File: config.mk
export PLATFORM = sky130hd
export DESIGN_NAME = btn_replay
export DESIGN_NICKNAME = d
export VERILOG_FILES = /design/src/rtl/btn_replay_pkg.sv /design/src/rtl/btn_replay_mem.sv /design/src/rtl/btn_replay.sv
export SDC_FILE = /design/constraint.sdc
export NUM_CORES = 1
export LEC_CHECK = 0
export BUFFER_PORTS_ARGS = -buffer_cell sky130_fd_sc_hd__buf_2
export CAP_MARGIN = 10
export CORE_UTILIZATION = 28
export CTS_CLUSTER_SIZE = 12
export DETAILED_ROUTE_END_ITERATION = 16
export SYNTH_ARGS = -nofsm -noshare
export SYNTH_HDL_FRONTEND = slang
export SYNTH_SLANG_ARGS = --single-unit
File: constraint.sdc
create_clock -name debug_char_clk -period 5.5 [get_ports debug_char_clk]
set_input_delay 1.375 -clock debug_char_clk [delete_from_list [all_inputs] [get_ports debug_char_clk]]
set_output_delay 1.375 -clock debug_char_clk [all_outputs]
set_load 0.05 [all_outputs]
File: src/rtl/btn_replay_pkg.sv
// Shared definitions for the button record/replay block.
// Holds state encoding, button bit positions and run-entry packing.
package btn_replay_pkg;

    typedef enum logic [1:0] {
        ST_IDLE = 2'd0,
        ST_REC  = 2'd1,
        ST_PLAY = 2'd2
    } state_e;

    localparam int BTN_LEFT  = 0;
    localparam int BTN_RIGHT = 1;
    localparam int BTN_JUMP  = 2;

    localparam int DEF_DEPTH  = 64;
    localparam int DEF_ADDR_W = 6;
    localparam int DEF_RUN_W  = 8;
    localparam int DEF_BTN_W  = 3;

    // A stored entry is packed as {btn, run}, btn in the upper bits.
    function automatic int entry_w(input int btn_w, input int run_w);
        return btn_w + run_w;
    endfunction

    localparam int DEF_ENTRY_W = DEF_BTN_W + DEF_RUN_W;

endpackage

File: src/rtl/btn_replay_mem.sv
// Run-entry buffer: DEPTH x DATA_W registers, sync write, async read.
// Ports: i_clk, i_we/i_waddr/i_wdata write port, i_raddr/o_rdata read.
module btn_replay_mem #(
    parameter int DEPTH  = 64,
    parameter int ADDR_W = 6,
    parameter int DATA_W = 11
) (
    input  logic              i_clk,
    input  logic              i_we,
    input  logic [ADDR_W-1:0] i_waddr,
    input  logic [DATA_W-1:0] i_wdata,
    input  logic [ADDR_W-1:0] i_raddr,
    output logic [DATA_W-1:0] o_rdata
);

    logic [DATA_W-1:0] r_mem [DEPTH];

    // Contents are deliberately not reset; entry_cnt qualifies them.
    always_ff @(posedge i_clk) begin
        if (i_we) begin
            r_mem[i_waddr] <= i_wdata;
        end
    end

    assign o_rdata = r_mem[i_raddr];

endmodule

File: src/rtl/btn_replay.sv
// Record-and-replay source for the {jump,right,left} character buttons.
// Ports: rec_start/play_start/stop commands, btn_in live buttons,
// btn_out to character, state, entry_cnt, sticky overflow, play_done.
module btn_replay
    import btn_replay_pkg::*;
#(
    parameter int DEPTH  = DEF_DEPTH,
    parameter int ADDR_W = DEF_ADDR_W,
    parameter int RUN_W  = DEF_RUN_W,
    parameter int BTN_W  = DEF_BTN_W
) (
    input  logic             debug_char_clk,
    input  logic             sys_rst_n,
    input  logic             rec_start,
    input  logic             play_start,
    input  logic             stop,
    input  logic [BTN_W-1:0] btn_in,
    output logic [BTN_W-1:0] btn_out,
    output logic [1:0]       state,
    output logic [ADDR_W:0]  entry_cnt,
    output logic             overflow,
    output logic             play_done
);

    localparam int ENTRY_W = entry_w(BTN_W, RUN_W);
    localparam logic [RUN_W-1:0] RUN_MAX = '1;
    localparam logic [RUN_W-1:0] RUN_ONE = RUN_W'(1);
    localparam logic [ADDR_W:0] CNT_FULL = (ADDR_W+1)'(DEPTH);
    localparam logic [ADDR_W:0] CNT_ONE = (ADDR_W+1)'(1);

    state_e r_state;
    state_e w_state_nxt;

    logic [BTN_W-1:0]   r_btn_out;
    logic [BTN_W-1:0]   w_btn_out_nxt;
    logic [BTN_W-1:0]   r_cur;
    logic [BTN_W-1:0]   w_cur_nxt;
    logic [RUN_W-1:0]   r_run;
    logic [RUN_W-1:0]   w_run_nxt;
    logic [RUN_W-1:0]   r_rem;
    logic [RUN_W-1:0]   w_rem_nxt;
    logic [ADDR_W:0]    r_cnt;
    logic [ADDR_W:0]    w_cnt_nxt;
    logic [ADDR_W-1:0]  r_rd_ptr;
    logic [ADDR_W-1:0]  w_rd_ptr_nxt;
    logic               r_ovf;
    logic               w_ovf_nxt;
    logic               r_done;
    logic               w_done_nxt;

    logic               w_we;
    logic [ADDR_W-1:0]  w_rd_addr;
    logic [ENTRY_W-1:0] w_wr_data;
    logic [ENTRY_W-1:0] w_rd_data;
    logic [BTN_W-1:0]   w_rd_btn;
    logic [RUN_W-1:0]   w_rd_run;

    logic w_rec;
    logic w_play;
    logic w_full;
    logic w_extend;
    logic w_rem_more;
    logic w_has_next;

    // stop outranks rec_start, which outranks play_start.
    assign w_rec  = ~stop & rec_start;
    assign w_play = ~stop & ~rec_start & play_start;

    assign w_full     = (r_cnt == CNT_FULL);
    assign w_extend   = (btn_in == r_cur) && (r_run != RUN_MAX);
    assign w_rem_more = (r_rem > RUN_ONE);
    assign w_has_next = (({1'b0, r_rd_ptr} + CNT_ONE) < r_cnt);

    // One read port: entry 0 when starting playback from IDLE,
    // otherwise the entry after the one being played.
    assign w_rd_addr = (r_state == ST_PLAY) ?
                       r_rd_ptr + ADDR_W'(1) : '0;

    assign w_wr_data = {r_cur, r_run};
    assign w_rd_btn  = w_rd_data[ENTRY_W-1 -: BTN_W];
    assign w_rd_run  = w_rd_data[RUN_W-1:0];

    btn_replay_mem #(
        .DEPTH  (DEPTH),
        .ADDR_W (ADDR_W),
        .DATA_W (ENTRY_W)
    ) u_mem (
        .i_clk   (debug_char_clk),
        .i_we    (w_we),
        .i_waddr (r_cnt[ADDR_W-1:0]),
        .i_wdata (w_wr_data),
        .i_raddr (w_rd_addr),
        .o_rdata (w_rd_data)
    );

    always_ff @(posedge debug_char_clk or negedge sys_rst_n) begin
        if (!sys_rst_n) begin
            r_state <= ST_IDLE;
        end else begin
            r_state <= w_state_nxt;
        end
    end

    always_comb begin
        w_state_nxt = r_state;
        unique case (r_state)
            ST_IDLE: begin
                if (w_rec) begin
                    w_state_nxt = ST_REC;
                end else if (w_play && (r_cnt != '0)) begin
                    w_state_nxt = ST_PLAY;
                end
            end
            ST_REC: begin
                if (stop) begin
                    w_state_nxt = ST_IDLE;
                end else if (!w_extend && w_full) begin
                    w_state_nxt = ST_IDLE;
                end
            end
            ST_PLAY: begin
                if (stop) begin
                    w_state_nxt = ST_IDLE;
                end else if (!w_rem_more && !w_has_next) begin
                    w_state_nxt = ST_IDLE;
                end
            end
            default: w_state_nxt = ST_IDLE;
        endcase
    end

    always_comb begin
        w_btn_out_nxt = r_btn_out;
        w_cur_nxt     = r_cur;
        w_run_nxt     = r_run;
        w_rem_nxt     = r_rem;
        w_cnt_nxt     = r_cnt;
        w_rd_ptr_nxt  = r_rd_ptr;
        w_ovf_nxt     = r_ovf;
        w_done_nxt    = 1'b0;
        w_we          = 1'b0;
        unique case (r_state)
            ST_IDLE: begin
                w_btn_out_nxt = btn_in;
                if (w_rec) begin
                    w_cnt_nxt = '0;
                    w_ovf_nxt = 1'b0;
                    w_cur_nxt = btn_in;
                    w_run_nxt = RUN_ONE;
                end else if (w_play) begin
                    if (r_cnt != '0) begin
                        w_rd_ptr_nxt  = '0;
                        w_btn_out_nxt = w_rd_btn;
                        w_rem_nxt     = w_rd_run;
                    end else begin
                        w_done_nxt = 1'b1;
                    end
                end
            end
            ST_REC: begin
                w_btn_out_nxt = btn_in;
                if (stop) begin
                    // Flush the pending run; btn_in is not recorded.
                    if (!w_full) begin
                        w_we      = 1'b1;
                        w_cnt_nxt = r_cnt + CNT_ONE;
                    end else begin
                        w_ovf_nxt = 1'b1;
                    end
                end else if (w_extend) begin
                    w_run_nxt = r_run + RUN_ONE;
                end else if (!w_full) begin
                    // Value change or saturated run closes the entry.
                    w_we      = 1'b1;
                    w_cnt_nxt = r_cnt + CNT_ONE;
                    w_cur_nxt = btn_in;
                    w_run_nxt = RUN_ONE;
                end else begin
                    w_ovf_nxt = 1'b1;
                end
            end
            ST_PLAY: begin
                if (stop) begin
                    w_btn_out_nxt = '0;
                end else if (w_rem_more) begin
                    w_rem_nxt = r_rem - RUN_ONE;
                end else if (w_has_next) begin
                    w_rd_ptr_nxt  = r_rd_ptr + ADDR_W'(1);
                    w_btn_out_nxt = w_rd_btn;
                    w_rem_nxt     = w_rd_run;
                end else begin
                    w_btn_out_nxt = '0;
                    w_done_nxt    = 1'b1;
                end
            end
            default: w_btn_out_nxt = '0;
        endcase
    end

    always_ff @(posedge debug_char_clk or negedge sys_rst_n) begin
        if (!sys_rst_n) begin
            r_btn_out <= '0;
            r_cur     <= '0;
            r_run     <= '0;
            r_rem     <= '0;
            r_cnt     <= '0;
            r_rd_ptr  <= '0;
            r_ovf     <= 1'b0;
            r_done    <= 1'b0;
        end else begin
            r_btn_out <= w_btn_out_nxt;
            r_cur     <= w_cur_nxt;
            r_run     <= w_run_nxt;
            r_rem     <= w_rem_nxt;
            r_cnt     <= w_cnt_nxt;
            r_rd_ptr  <= w_rd_ptr_nxt;
            r_ovf     <= w_ovf_nxt;
            r_done    <= w_done_nxt;
        end
    end

    assign btn_out   = r_btn_out;
    assign state     = r_state;
    assign entry_cnt = r_cnt;
    assign overflow  = r_ovf;
    assign play_done = r_done;

endmodule

# Word level (Yosys, flattened, before mapping)
# Memories as Yosys holds them, arrays and structs flattened.
# Index checks and enable logic that the tools add are counted.
[classes]
n_addsub = 5
n_lt_le_gt_ge = 2
n_eq_ne = 22
mux = 62
bitwise = 5
reduce_logical = 17
[op_table]
columns = ["cell", "count"]
rows = [
  ["8-bit 2-to-1 mux", 10],
  ["6-bit 2-to-1 mux", 7],
  ["8-bit one-hot mux with 2 select lines", 2],
  ["3-bit 2-to-1 mux", 10],
  ["7-bit 2-to-1 mux", 4],
  ["2-bit != test (second input constant)", 10],
  ["3-bit != test (second input constant)", 6],
  ["1-bit 2-to-1 mux", 16],
  ["7-bit one-hot mux with 2 select lines", 1],
  ["2-bit 2-to-1 mux", 6],
  ["6-bit one-hot mux with 2 select lines", 1],
  ["3-bit one-hot mux with 3 select lines", 1],
  ["8-bit by 1-bit adder with 8-bit output (second input constant)", 1],
  ["8-bit by 1-bit greater-than comparator with 1-bit output (second input constant)", 1],
  ["8-bit != test (second input constant)", 1],
  ["8-bit by 1-bit subtractor with 8-bit output (second input constant)", 1],
  ["6-bit by 1-bit adder with 7-bit output (second input constant)", 1],
  ["7-bit by 1-bit adder with 7-bit output (second input constant)", 1],
  ["7-bit equality test (second input constant)", 1],
  ["7-bit less-than comparator", 1],
  ["7-bit AND reduction", 1],
  ["7-bit nonzero test", 1],
  ["6-bit by 1-bit adder with 6-bit output (second input constant)", 1],
  ["2-bit one-hot mux with 3 select lines", 1],
  ["other kinds (16)", 27],
]
[word_totals]
reg_bits = 39
mem_bits_rw = 704
input_bits = 8
output_inout_bits = 14
word_cells = 123
memories = 1
[mem_list]
columns = ["memory", "depth", "width", "read_ports", "rd_ports_with_merged_regs", "write_ports", "line", "source"]
rows = [
  ["u_mem.r_mem", 64, 11, 1, 0, 1, "btn_replay_mem.sv:16", "logic [DATA_W-1:0] r_mem [DEPTH];"],
]

# Logic depth before layout (Yosys ltp)
# Gate-level depths: netlist of run 1.
[logic_depth]
depth_word = 7
ltp_mapped = 14
depth_no_buf = 13

# Hierarchy
# Synthesis of run 1 repeated with hierarchy kept, for this count alone.
[hier_totals]
cells_unflattened = 1539
hier_area_um2 = 29862.4
[modules_own_cells]
columns = ["module", "instances", "cells_each", "area_per_inst_um2", "seq_area_each_um2"]
rows = [
  ["btn_replay_mem", 1, 1268, 27266.2, 21140.3],
  ["btn_replay", 1, 271, 2596.2, 975.9],
]

# Least setup slack after synthesis of run 1
# No wires, ideal clock.
[synth_timing]
path_type = "flip-flop to flip-flop"
startpoint = "register r_run[0]"
endpoint = "memory u_mem.r_mem[62][0] (enable)"
setup_time_ps = 378
arrival_ps = 3141
t_required_ps = 5122
path_slack_ps = 1980
stages_incl_launch_ff = 9
n_path_buf = 1
synth_period_minus_slack_ps = 3520
path_cell_list = "dfrtp_1 -> ha_1 -> nand3_1 -> o2111ai_1 -> o21ba_2 -> and2_1 -> buf_2 -> nand4_2 -> nor2_1"
[synth_between]
elab_chain_len = 7
[synth_rtl]
columns = ["element", "line", "source"]
rows = [
  ["start: declaration", "btn_replay.sv:38", "logic [RUN_W-1:0] r_run;"],
  ["start signal: assignment", "btn_replay.sv:213", "r_run <= w_run_nxt;"],
  ["8-bit != test", "btn_replay.sv:70", "assign w_extend = (btn_in == r_cur) && (r_run != RUN_MAX);"],
  ["1-bit logical AND", "btn_replay.sv:70", ""],
  ["1-bit 2-to-1 mux", "btn_replay.sv:170", "end else if (w_extend) begin"],
  ["1-bit 2-to-1 mux", "btn_replay.sv:162", "if (stop) begin"],
  ["1-bit 2-to-1 mux", "btn_replay.sv:142", "unique case (r_state)"],
  ["1-bit 2-to-1 mux", "btn_replay_mem.sv:20", "if (i_we) begin"],
  ["1-bit 2-to-1 mux (not written as such)", "btn_replay_mem.sv:21", "r_mem[i_waddr] <= i_wdata;"],
  ["end: declaration", "btn_replay_mem.sv:16", ""],
]
# No other way between the ends.

# Worst setup path in the final report of run 1
[layout_timing]
startpoint = "register r_rd_ptr[0]"
endpoint = "register r_btn_out[0], in the netlist btn_out[0]"
[layout_between]
elab_chain_len = 7
word_cells_on_any_way = 12
classes_between = "add/sub (2); order compare (1); mux (8); memory (1)"
[layout_rtl]
columns = ["element", "line", "source"]
rows = [
  ["start: declaration", "btn_replay.sv:44", "logic [ADDR_W-1:0] r_rd_ptr;"],
  ["start signal: assignment", "btn_replay.sv:216", "r_rd_ptr <= w_rd_ptr_nxt;"],
  ["6-bit by 1-bit adder with 6-bit output", "btn_replay.sv:77", "r_rd_ptr + ADDR_W'(1) : '0;"],
  ["6-bit 2-to-1 mux", "btn_replay.sv:76", "assign w_rd_addr = (r_state == ST_PLAY) ?"],
  ["memory read 64 x 11 bit", "--", ""],
  ["3-bit 2-to-1 mux (on tied branches)", "btn_replay.sv:187, btn_replay.sv:151", ""],
  ["3-bit 2-to-1 mux (on tied branches)", "btn_replay.sv:185, btn_replay.sv:150", ""],
  ["3-bit 2-to-1 mux (on tied branches)", "btn_replay.sv:183, btn_replay.sv:145", ""],
  ["3-bit one-hot mux with 3 select lines (*)", "btn_replay.sv:142", ""],
  ["end signal: assignment", "btn_replay.sv:211", "r_btn_out <= w_btn_out_nxt;"],
  ["end: declaration", "btn_replay.sv:34", "logic [BTN_W-1:0] r_btn_out;"],
]
# Every way passes the cells marked *; elsewhere a longest branch is shown, timed or not. The select of a mux whose other input is x is not followed.
# A chain may end at the register's enable or synchronous reset.

==> results of run 1 <==
[cells in the mapped netlist, types with 12 or more instances]
master	instances	area share, %
buf_1	12	0.14
mux4_2	13	0.94
nor2b_1	18	0.36
inv_1	14	0.17
ha_1	12	0.48
a21oi_1	78	1.3
nand3_1	43	0.69
a22o_1	29	0.82
a221oi_1	55	1.5
o21ai_0	82	1.3
mux2_2	48	1.7
o2bb2ai_1	24	0.68
buf_2	64	1.0
a22oi_1	16	0.39
a211oi_1	37	0.89
o211ai_1	15	0.36
o221ai_1	25	0.70
mux2i_1	104	3.3
buf_6	15	0.54
o22ai_1	50	1.0
buf_4	17	0.41
dfrtp_1	39	3.1
clkbuf_1	37	0.45
nor2_1	135	1.6
nor3_1	28	0.45
edfxtp_1	704	68
nand2_1	84	1.0
[path summary, 6_finish.rpt]
path,startpoint,end,slack [ns],depth (start not counted)
min in group asynchronous,sys_rst_n,play_done,0.90,1
max,r_rd_ptr[0],btn_out[0],1.13,8
min,overflow,overflow,0.51,2
max in group asynchronous,sys_rst_n,r_rd_ptr[0],3.91,1
min reg2reg,overflow,overflow,0.51,2
max reg2reg,r_rd_ptr[0],btn_out[0],1.13,8
[worst max-delay path, stage by stage, from the launching register on]
cell	delay, ns
dfrtp_4	0.55
ha_4	0.81
buf_4	0.81
mux2_2	0.42
o22ai_1	0.11
a211oi_1	0.09
o311ai_0	0.65
a21boi_0	0.34
or3_1	0.44
[state kept, by name (all words and copies together) (netlist names)]
name	cells
r_run	8
r_cur	3
state	2
r_rem	8
u_mem.r_mem	704
play_done	1
overflow	1
entry_cnt	7
btn_out	3
r_rd_ptr	6
[metrics by stage]
step,instance area (µm²),utilization [%]
5_1_grt,35400,32.3
3_3_place_gp,33100,30.2
2_1_floorplan,31100,-
3_5_place_dp,33100,30.2
4_1_cts,35400,32.3
6_report,35400,32.3
[layout make-up]
| type | count | area [µm²] |
|---|---|---|
| inverters | 17 | 63.8 |
| well taps | 1476 | 1850 |
| flip-flops and latches | 743 | 22100 |
| repair buffers | 120 | 898 |
| multi-input cells | 1124 | 8150 |
| clock buffers | 111 | 2150 |
| diodes | 1 | 2.50 |
| clock inverters | 21 | 144 |
| fillers | 10500 | 74100 |
[layer usage]
layer	global-route usage (%)	part of all wire, %	vias to the layer above
met5	0	0.023	-
met4	7.83	4.7	4
met3	3.30	9.6	234
met2	25.7	45	1210
met1	22.9	40	10100
li1	-	-	8275
[power groups by stage]
stage / logic (mW) / registers [mW] / clock network, mW
after floorplan: 1.42 / 6.80 / 0
after global placement: 2.26 / 6.78 / 0
after detailed placement: 2.28 / 6.78 / 0
after CTS: 2.29 / 6.67 / 4.93
after global routing: 2.41 / 6.68 / 5.15
final: 2.31 / 6.67 / 4.88
[cells by family (layout without fill, tap and decap cells)]
group	Yosys count	after routing
fa+ha+maj	12	12
compound gates	522	522
other cells	0	1
mux	171	171
flops	743	743
simple gates	402	402
buf+inv	163	269
xor+xnor	17	17
==> reports/summary.txt, run 1 <==
Post-synth EDFFs - 704
Num CTS Buffers - 77
Status - complete, no violations
Clock share of power - 35.2%
Syn. warnings - 0
First-pass GRT wire length - 139,000 µm
Insertion delay to the later sink of the worst-skew pair - 0.64 ns
Fin cells - 3,613
Via density - 5.49
Highest Clock Rate - 229 MHz
Bufs on Longest Clock Path - 3
Pleak - 11.6 nW
Worst min path class - register to register
GP Congestion - 0.925
Post-Synthesis Cell Area - 0.0311 mm²
Nature of the critical path startpoint - register
Vias post-DR - 19.8k
I/O pin total - 22
Top FF cell, synth - edfxtp_1
DRC viols - 0
Fin. Hold Viols - 0
Layout Nets - 2,103
Routed WL - 95,700 µm
Simple-gate portion of the synthesized area - 6.51%
Die width - 335 µm
Slew margin rel. - 21.7%
Mux cell area share after synthesis - 6.31%
Dpl hpwl - 56,600 µm
Num Clock Sinks - 743
Shortest period the worst path allows - 4.37 ns
CTS Root Cell - clkbuf_16
Ys async rst share - 5.25%
Most common cell after layout, fill and taps aside - edfxtp_1
Post-synthesis sequential area ratio - 71.2%
CP Capture Type - register
Final worst slack - 1.13 ns
PD cells - 392 mW/mm²
Synth Net Count - 2,050
Port bufs - 21
Post_cts resized - 0
Comb pwr share - 16.7%
Setup CP Type - register to register
Post-CTS Hold Buffers - 0
Synth-to-Final Area Change - 13.9%
Max Clock Skew - 0.0290 ns
Pwr Total - 13.9 mW
DR WL/cell - 26.5 µm
Gr usage total - 16.8%
Worst VDD drop - 232 µV
Layout cells sized above 1 - 15.2%
Fin crit share - 79.4%
Vias in the first global route - 19.4k
WP data arrival - 4.89 ns
Reg clk slew, reported paths - 0.07 ns
Critical path fanouts, max - 58
Seq pwr share - 48.1%
Initial Utilization - 28.4%
Number of library cell types mapped by synthesis - 95
Detail Route Antenna Nets - 0
Grt ovf - 0
H-tree depth - 3
Placement row count - 121
Cells after synthesis - 2,030
Most frequent cells in the layout - edfxtp_1 (704), nor2_1 (134), mux2i_1 (104), buf_4 (95), nand2_1 (83)
Net Sw Frac - 28.6%
DR iter-0 viols - 3,065
Die Y - 335 µm
CP required - 6.02 ns
Drt first pass iters - 6
Hold slack - 0.511 ns
Setup_tns - 0 ns
Maximum Capacitance Violations - 0
P_sw - 3.97 mW
Int Power - 9.90 mW
Post-CTS Setup Inserts - 0
Combinational family with the most area after synthesis - compound AO/OA/AOI/OAI gates
CTS tree - built
RSZ-0062 raised after global routing - no
Yosys reg bits - 743
Post-synthesis compound-gate area fraction - 12.2%
Max Slew Vio Count - 0
Pre-CTS setup slack - 1.05 ns
Dpl cells - 3,480
Worst-Margin Slew - 1.16 ns
Final setup vio count - 0
Die ar. - 0.112 mm²
Initial antenna violation count - 3
Syn Area/Cell - 15.3 µm²
Largest net degree at the start of global routing - 94
Synth Area in XOR/XNOR - 0.527%
Synth Area in Adders - 0.483%
Total core area - 0.109 mm²
Power figures use the tool's default switching activity.
==> run 2, diff against run 1 <==
Settings changed: ABC_AREA set to 1.
Clock period 5.5 ns to 3.6 ns, I/O delays scaled along.
==> run 2 against run 1 <==
Net effect:
- sequential power grew 54%
- via count increased by 2.4%
- critical path depth rose by 2
- worst hold slack got worse by 0.16 ns
- first-iteration DRC count down 32%
- clock-buffer cell count grew 1
- combinational power up 110%
- core utilization fell by 0.29 points
- global-route usage is 2.4 points lower
- clock power is 53% higher
- final area up 0.20%
- die area grew 0.49%
- critical endpoint is now u_mem.r_mem[12][6]
==> reports/summary.txt, run 2 <==
DR iter-0 viols - 2,091 (-32%)
Initial antenna violation count - 1 (-2)
Number of library cell types mapped by synthesis - 39 (-59%)
Max FFs per register - 704 (unchanged)
Maximum Capacitance Violations - 0 (unchanged)
Insertion delay to the later sink of the worst-skew pair - 0.62 ns (-0.02 ns)
Worst VDD drop - 1160 µV (+400%)
Synth area leaders - edfxtp_1 (68%), nand3_1 (5.7%), nand2_1 (4.8%)
Setup CP Type - register to register
Num CTS Buffers - 77 (unchanged)
CTS tree - built
Yosys reg bits - 743 (unchanged)
RR Startpoint - r_run[0]
RSZ-0062 raised after global routing - no
Gr usage total - 14.3% (-2.4 points)
Syn Area/Cell - 11.7 µm² (-24%)
Initial Utilization - 28.2% (-0.17 points)
Dpl cells - 4,120 (+18%)
Synth-to-Final Area Change - 13.6%
Drt first pass iters - 6 (unchanged)
Slew margin rel. - 29.7% (+8.0 points)
DR WL/cell - 19.3 µm (-27%)
Setup_tns - 0 ns (unchanged)
Reg with most FFs - u_mem.r_mem
Die Y - 336 µm (+0.24%)
Post-CTS Hold Buffers - 0 (unchanged)
Post_cts resized - 0 (unchanged)
H-tree depth - 3 (unchanged)
Layout Nets - 2,731 (+30%)
Detail Route Antenna Nets - 0 (unchanged)
Max Slew Vio Count - 0 (unchanged)
Yosys top cell by area - edfxtp_1
Nature of the critical path startpoint - register
Worst r2r path cells - 10 (+2)
Cells after synthesis - 2,673 (+32%)
Num Clock Sinks - 743 (unchanged)
CTS Root Cell - clkbuf_16
Die ar. - 0.113 mm² (+0.49%)
Critical path fanouts, max - 11 (-81%)
CP endpoint - u_mem.r_mem[12][6]
GP Congestion - 0.868 (-6.2%)
Syn. warnings - 0 (unchanged)
Post-synthesis sequential area ratio - 70.8% (-0.35 points)
Top FF cell, synth - edfxtp_1
Highest Clock Rate - 320 MHz (+40%)
WP data arrival - 3.36 ns (-1.53 ns)
Status - complete, no violations
Max Clock Skew - 0.0200 ns (-0.00900 ns)
Most frequent cells after synthesis - edfxtp_1 (704), nand2_1 (398), nor2_1 (359), nand3_1 (358), inv_1 (166)
Pleak - 13.3 nW (+15%)
DRC viols - 0 (unchanged)
Final setup vio count - 0 (unchanged)
PD cells - 640 mW/mm² (+63%)
Most common cell after layout, fill and taps aside - edfxtp_1
Vias in the first global route - 19.5k (+0.28%)
Die width - 336 µm (+0.24%)
Routed WL - 81,900 µm (-14%)
First-pass GRT wire length - 123,000 µm (-12%)
Via density - 4.78 (-13%)
Most numerous cell in the Yosys netlist - edfxtp_1
Dpl hpwl - 48,400 µm (-15%)
Port bufs - 21 (unchanged)
CP Capture Type - register
Pwr Total - 22.7 mW (+64%)
CP required - 3.83 ns (-2.19 ns)
Total core area - 0.111 mm² (+1.1%)
Post-Synthesis Cell Area - 0.0312 mm² (+0.49%)
Vias post-DR - 20.3k (+2.4%)
Worst Setup SP - r_run[0]
Fin crit share - 86.9% (+7.5 points)
I/O pin total - 22 (unchanged)
Placement row count - 122 (+0.83%)
Synth top area share - 67.7% (-0.33 points)
Layout cells sized above 1 - 8.87% (-6.3 points)
Terminus of the critical flop-to-flop path - u_mem.r_mem[12][6]
Most frequent cells in the layout - edfxtp_1 (704), nand2_1 (398), nor2_1 (358), nand3_1 (358), inv_1 (166)
Grt ovf - 0 (unchanged)
Reg clk slew, reported paths - 0.06 ns (about the same)
Ys async rst share - 5.25% (unchanged)
Post-layout util - 32.0% (-0.29 points)
Worst min path class - primary input to asynchronous set/reset pin
Regs by FF count - u_mem.r_mem x704, r_rem x8, r_run x8
Synth Net Count - 2,693 (+31%)
Post-CTS Setup Inserts - 0 (unchanged)
Fin. Hold Viols - 0 (unchanged)
Post-synth EDFFs - 704 (unchanged)
Bufs on Longest Clock Path - 3 (unchanged)
Largest net degree at the start of global routing - 122 (+30%)
Shortest period the worst path allows - 3.13 ns (-1.24 ns)
Worst-Margin Slew - 1.05 ns (-0.103 ns)
Internal reg-to-reg setup slack - 0.47 ns (-0.66 ns)
Fin cells - 4,253 (+18%)
==> run 2: cell count changes after synthesis, sizes merged, moves of 107 or more <==
cell / before / now
nand2: 85 / 403
nand3: 44 / 360
nor2: 137 / 363
inv: 17 / 174
o21ai: 86 / 228
mux2i: 107 / 0
==> run 2: cell type report <==
cell class | instances | area [µm²]
well taps | 1488 | 1860
repair buffers | 110 | 923
clock buffers | 112 | 2120
multi-input cells | 1604 | 7580
inverters | 175 | 668
diodes | 2 | 5.00
clock inverters | 19 | 174
flip-flops and latches | 743 | 22100
fillers | 11100 | 75200
==> run 2: cell families (layout without fill, tap and decap cells) <==
kind of cell    Yosys count  after routing  synth area share (%)
simple gates           1160           1160                  15.9
flops                   743            743                  70.8
compound gates          426            426                  7.62
buf+inv                 326            416                  4.96
fa+ha+maj                12             12                 0.481
xor+xnor                  6              6                 0.192
other cells               0              2                     0
==> run 2: where the power goes <==
| part | switching (mW) | internal, mW | total, mW | leakage, nW |
|---|---|---|---|---|
| Clock | 3.23 | 4.23 | 7.46 | 1.11 |
| Sequential | 0.198 | 10.1 | 10.3 | 7.41 |
| Combinational | 3.68 | 1.23 | 4.91 | 4.78 |
==> run 2: worst max-delay path: stages (launching register included) <==
cell and delay, ns:
dfrtp_2 0.36, ha_1 0.20, nand3_1 0.11, nor3_1 0.20, nand2_1 0.09, nand3_1 0.15, o21ai_1 0.16, nor2_4 0.30
nand4_2 0.17, buf_4 0.23, nor2_1 0.77
==> run 2: worst min-delay path by stage <==
| stage | startpoint | to | slack [ns] | depth (start not counted) |
|---|---|---|---|---|
| 5_1_grt | sys_rst_n | btn_out[2] | 0.39 | 1 |
| 3_5_place_dp | r_rd_ptr[5] | r_rd_ptr[5] | 0.51 | 2 |
| 3_3_place_gp | r_rd_ptr[5] | r_rd_ptr[5] | 0.50 | 2 |
| 2_1_floorplan | r_rem[1] | r_rem[1] | 0.47 | 2 |
| 4_1_cts | sys_rst_n | btn_out[1] | 0.36 | 1 |
| 6_report | sys_rst_n | play_done | 0.35 | 1 |
==> run 2: routing by layer <==
layer	up-vias	track usage (%)	share of wire, %
met1	9902	19.7	44
met2	770	22.4	46
li1	9533	-	-
met4	0	5.05	2.8
met5	-	0	0
met3	117	2.97	7.4
==> run 2: stage by stage <==
step | hold WS, ns | area (µm²) | setup WS [ns]
final | 0.350 | 35500 | 0.473
after floorplan | 0.471 | 31200 | 0.188
after detailed placement | 0.507 | 33200 | 0.145
after global routing | 0.394 | 35500 | 0.153
after global placement | 0.502 | 33200 | 0.191
after CTS | 0.361 | 35500 | 0.454
==> run 3, diff against run 2 <==
Settings changed: CELL_PAD_IN_SITES_DETAIL_PLACEMENT set to 1, CELL_PAD_IN_SITES_GLOBAL_PLACEMENT set to 1, PLACE_DENSITY_LB_ADDON set to 0.1.
==> run 3 against run 2 <==
Net effect:
- final area grew 2.3%
- sequential power hardly changed
- largest cell class unchanged
- non-clock buffer count increased by 48
- largest power group unchanged
- highest routed layer unchanged
- worst hold slack lost 0.083 ns
==> reports/summary.txt, run 3 (synthesis results as in run 2) <==
Setup CP Type - register to register
Placement row count - 122 (unchanged)
CP top delay family - simple AND/OR/NAND/NOR gates
Num Clock Sinks - 743 (unchanged)
Initial Utilization - 28.2% (unchanged)
Hold slack - 0.266 ns (-0.0833 ns)
WP buf/inv - 3 (+2)
Fin cells - 4,330 (+1.8%)
Grt ovf - 0 (unchanged)
Routed WL - 103,000 µm (+26%)
Pre-CTS setup slack - 0.261 ns (+0.116 ns)
Post-CTS Hold Buffers - 0 (unchanged)
Most common cell after layout, fill and taps aside - edfxtp_1
Num CTS Buffers - 88 (+14%)
DR WL/cell - 23.8 µm (+24%)
I/O pin total - 22 (unchanged)
DRC viols - 0 (unchanged)
Fin crit share - 90.5% (+3.6 points)
H-tree depth - 3 (unchanged)
Final setup vio count - 0 (unchanged)
WP data arrival - 3.80 ns (+0.44 ns)
Post-CTS Setup Inserts - 0 (unchanged)
Dpl cell area - 0.0336 mm² (+1.3%)
CTS tree - built
Vias post-DR - 20.8k (+2.5%)
Bufs on Longest Clock Path - 3 (unchanged)
Shortest period the worst path allows - 3.26 ns (+0.131 ns)
DR iter-0 viols - 1,453 (-31%)
Nature of the critical path startpoint - register
Die ar. - 0.113 mm² (unchanged)
Post_cts resized - 0 (unchanged)
Max Slew Vio Count - 0 (unchanged)
Largest net degree at the start of global routing - 120 (-1.6%)
CP required - 4.14 ns (+0.31 ns)
Vias in the first global route - 21.8k (+12%)
Reg clk slew, reported paths - 0.06 ns (about the same)
RSZ-0062 raised after global routing - no
Port bufs - 21 (unchanged)
Initial antenna violation count - 1 (unchanged)
Fin area - 0.0363 mm² (+2.3%)
Dpl cells - 4,168 (+1.2%)
Worst min path class - primary input to asynchronous set/reset pin
Setup_tns - 0 ns (unchanged)
Pwr Total - 23.9 mW (+5.5%)
GP Congestion - 0.807 (-7.0%)
Die width - 336 µm (unchanged)
Slowest-stage cell, CP - dfrtp_1
Layout cells sized above 1 - 10.9% (+2.1 points)
Final worst slack - 0.341 ns (-0.131 ns)
Crit path largest cell delay - 0.79 ns (+0.02 ns)
Crit-path most repeated cell - nand3_1
Maximum Capacitance Violations - 0 (unchanged)
Drt first pass iters - 5 (-1)
Total core area - 0.111 mm² (unchanged)
Insertion delay to the later sink of the worst-skew pair - 0.65 ns (+0.03 ns)
Max FFs per register - 704 (unchanged)
Dpl hpwl - 62,400 µm (+29%)
Worst-Margin Slew - 1.13 ns (+0.0760 ns)
Post-layout util - 32.8% (+0.75 points)
Antenna fix cells - 0 (-2)
Status - complete, no violations
Fin. Hold Viols - 0 (unchanged)
Via density - 4.81 (+0.71%)
CTS Root Cell - clkbuf_16
Most frequent cells in the layout - edfxtp_1 (704), nand2_1 (398), nor2_1 (358), nand3_1 (358), inv_1 (166)
Worst VDD drop - 539 µV (-54%)
Max Clock Skew - 0.0228 ns (+0.00276 ns)
Detail Route Antenna Nets - 0 (unchanged)
Highest Clock Rate - 307 MHz (-4.0%)
Slew margin rel. - 24.6% (-5.1 points)
Reg with most FFs - u_mem.r_mem
First-pass GRT wire length - 152,000 µm (+24%)
CP Capture Type - register
Die Y - 336 µm (unchanged)
CP cell instances - inv_2 -> nor2_1 -> nand2_4 -> clkinv_2 -> buf_12 -> o211ai_1 -> nand3_1 -> nand3_1 -> nand3_1 -> nand3_1 -> nand2_1 -> nand2_1
Gr usage total - 18.4% (+4.0 points)
Synth-to-Final Area Change - 16.2%
PD cells - 659 mW/mm² (+3.0%)
Critical path fanouts, max - 33 (+22)
Pleak - 13.8 nW (+3.5%)
Layout Nets - 2,790 (+2.2%)
Regs by FF count - u_mem.r_mem x704, r_rem x8, r_run x8
-- run 3: cell types whose count changed in the layout (fill, tap and decap cells not counted), sizes merged --
cell and change:
buf +48, bufinv +1, clkbuf +7, clkinv +21, clkinvlp +1, diode -2
inv +1
-- run 3: cell type report --
type                       instances  area, µm²
multi-input combinational       1604       7580
fill                           12000      74400
inverter                         175        671
tap                             1488       1860
clock buffer                     119       2410
timing repair buffer             158       1360
sequential                       743      22100
clock inverter                    43        272
-- run 3: worst paths after layout --
kind / from / to / slack (ns) / cells past startpoint
max in group asynchronous: sys_rst_n / r_rem[7] / 2.60 / 2
setup / recovery: state[1] / r_rem[4] / 0.34 / 12
setup reg to reg: state[1] / r_rem[4] / 0.34 / 12
min in group debug_char_clk: btn_out[0] / btn_out[0] / 0.49 / 2
hold reg to reg: btn_out[0] / btn_out[0] / 0.49 / 2
hold / removal: sys_rst_n / btn_out[1] / 0.27 / 1
-- run 3: power breakdown --
| group | internal [mW] | total [mW] | switching, mW |
|---|---|---|---|
| combinational | 1.27 | 5.11 | 3.84 |
| sequential | 10.1 | 10.3 | 0.214 |
| clock | 4.88 | 8.47 | 3.59 |
| total | 16.3 | 23.9 | 7.64 |
-- run 3: routing by layer --
layer	global-route usage, %	up-vias	part of all wire (%)
li1	-	9679	-
met1	25.7	10700	47
met2	30.2	298	48
met3	2.27	124	3.0
met4	4.44	0	2.0
met5	0	-	0
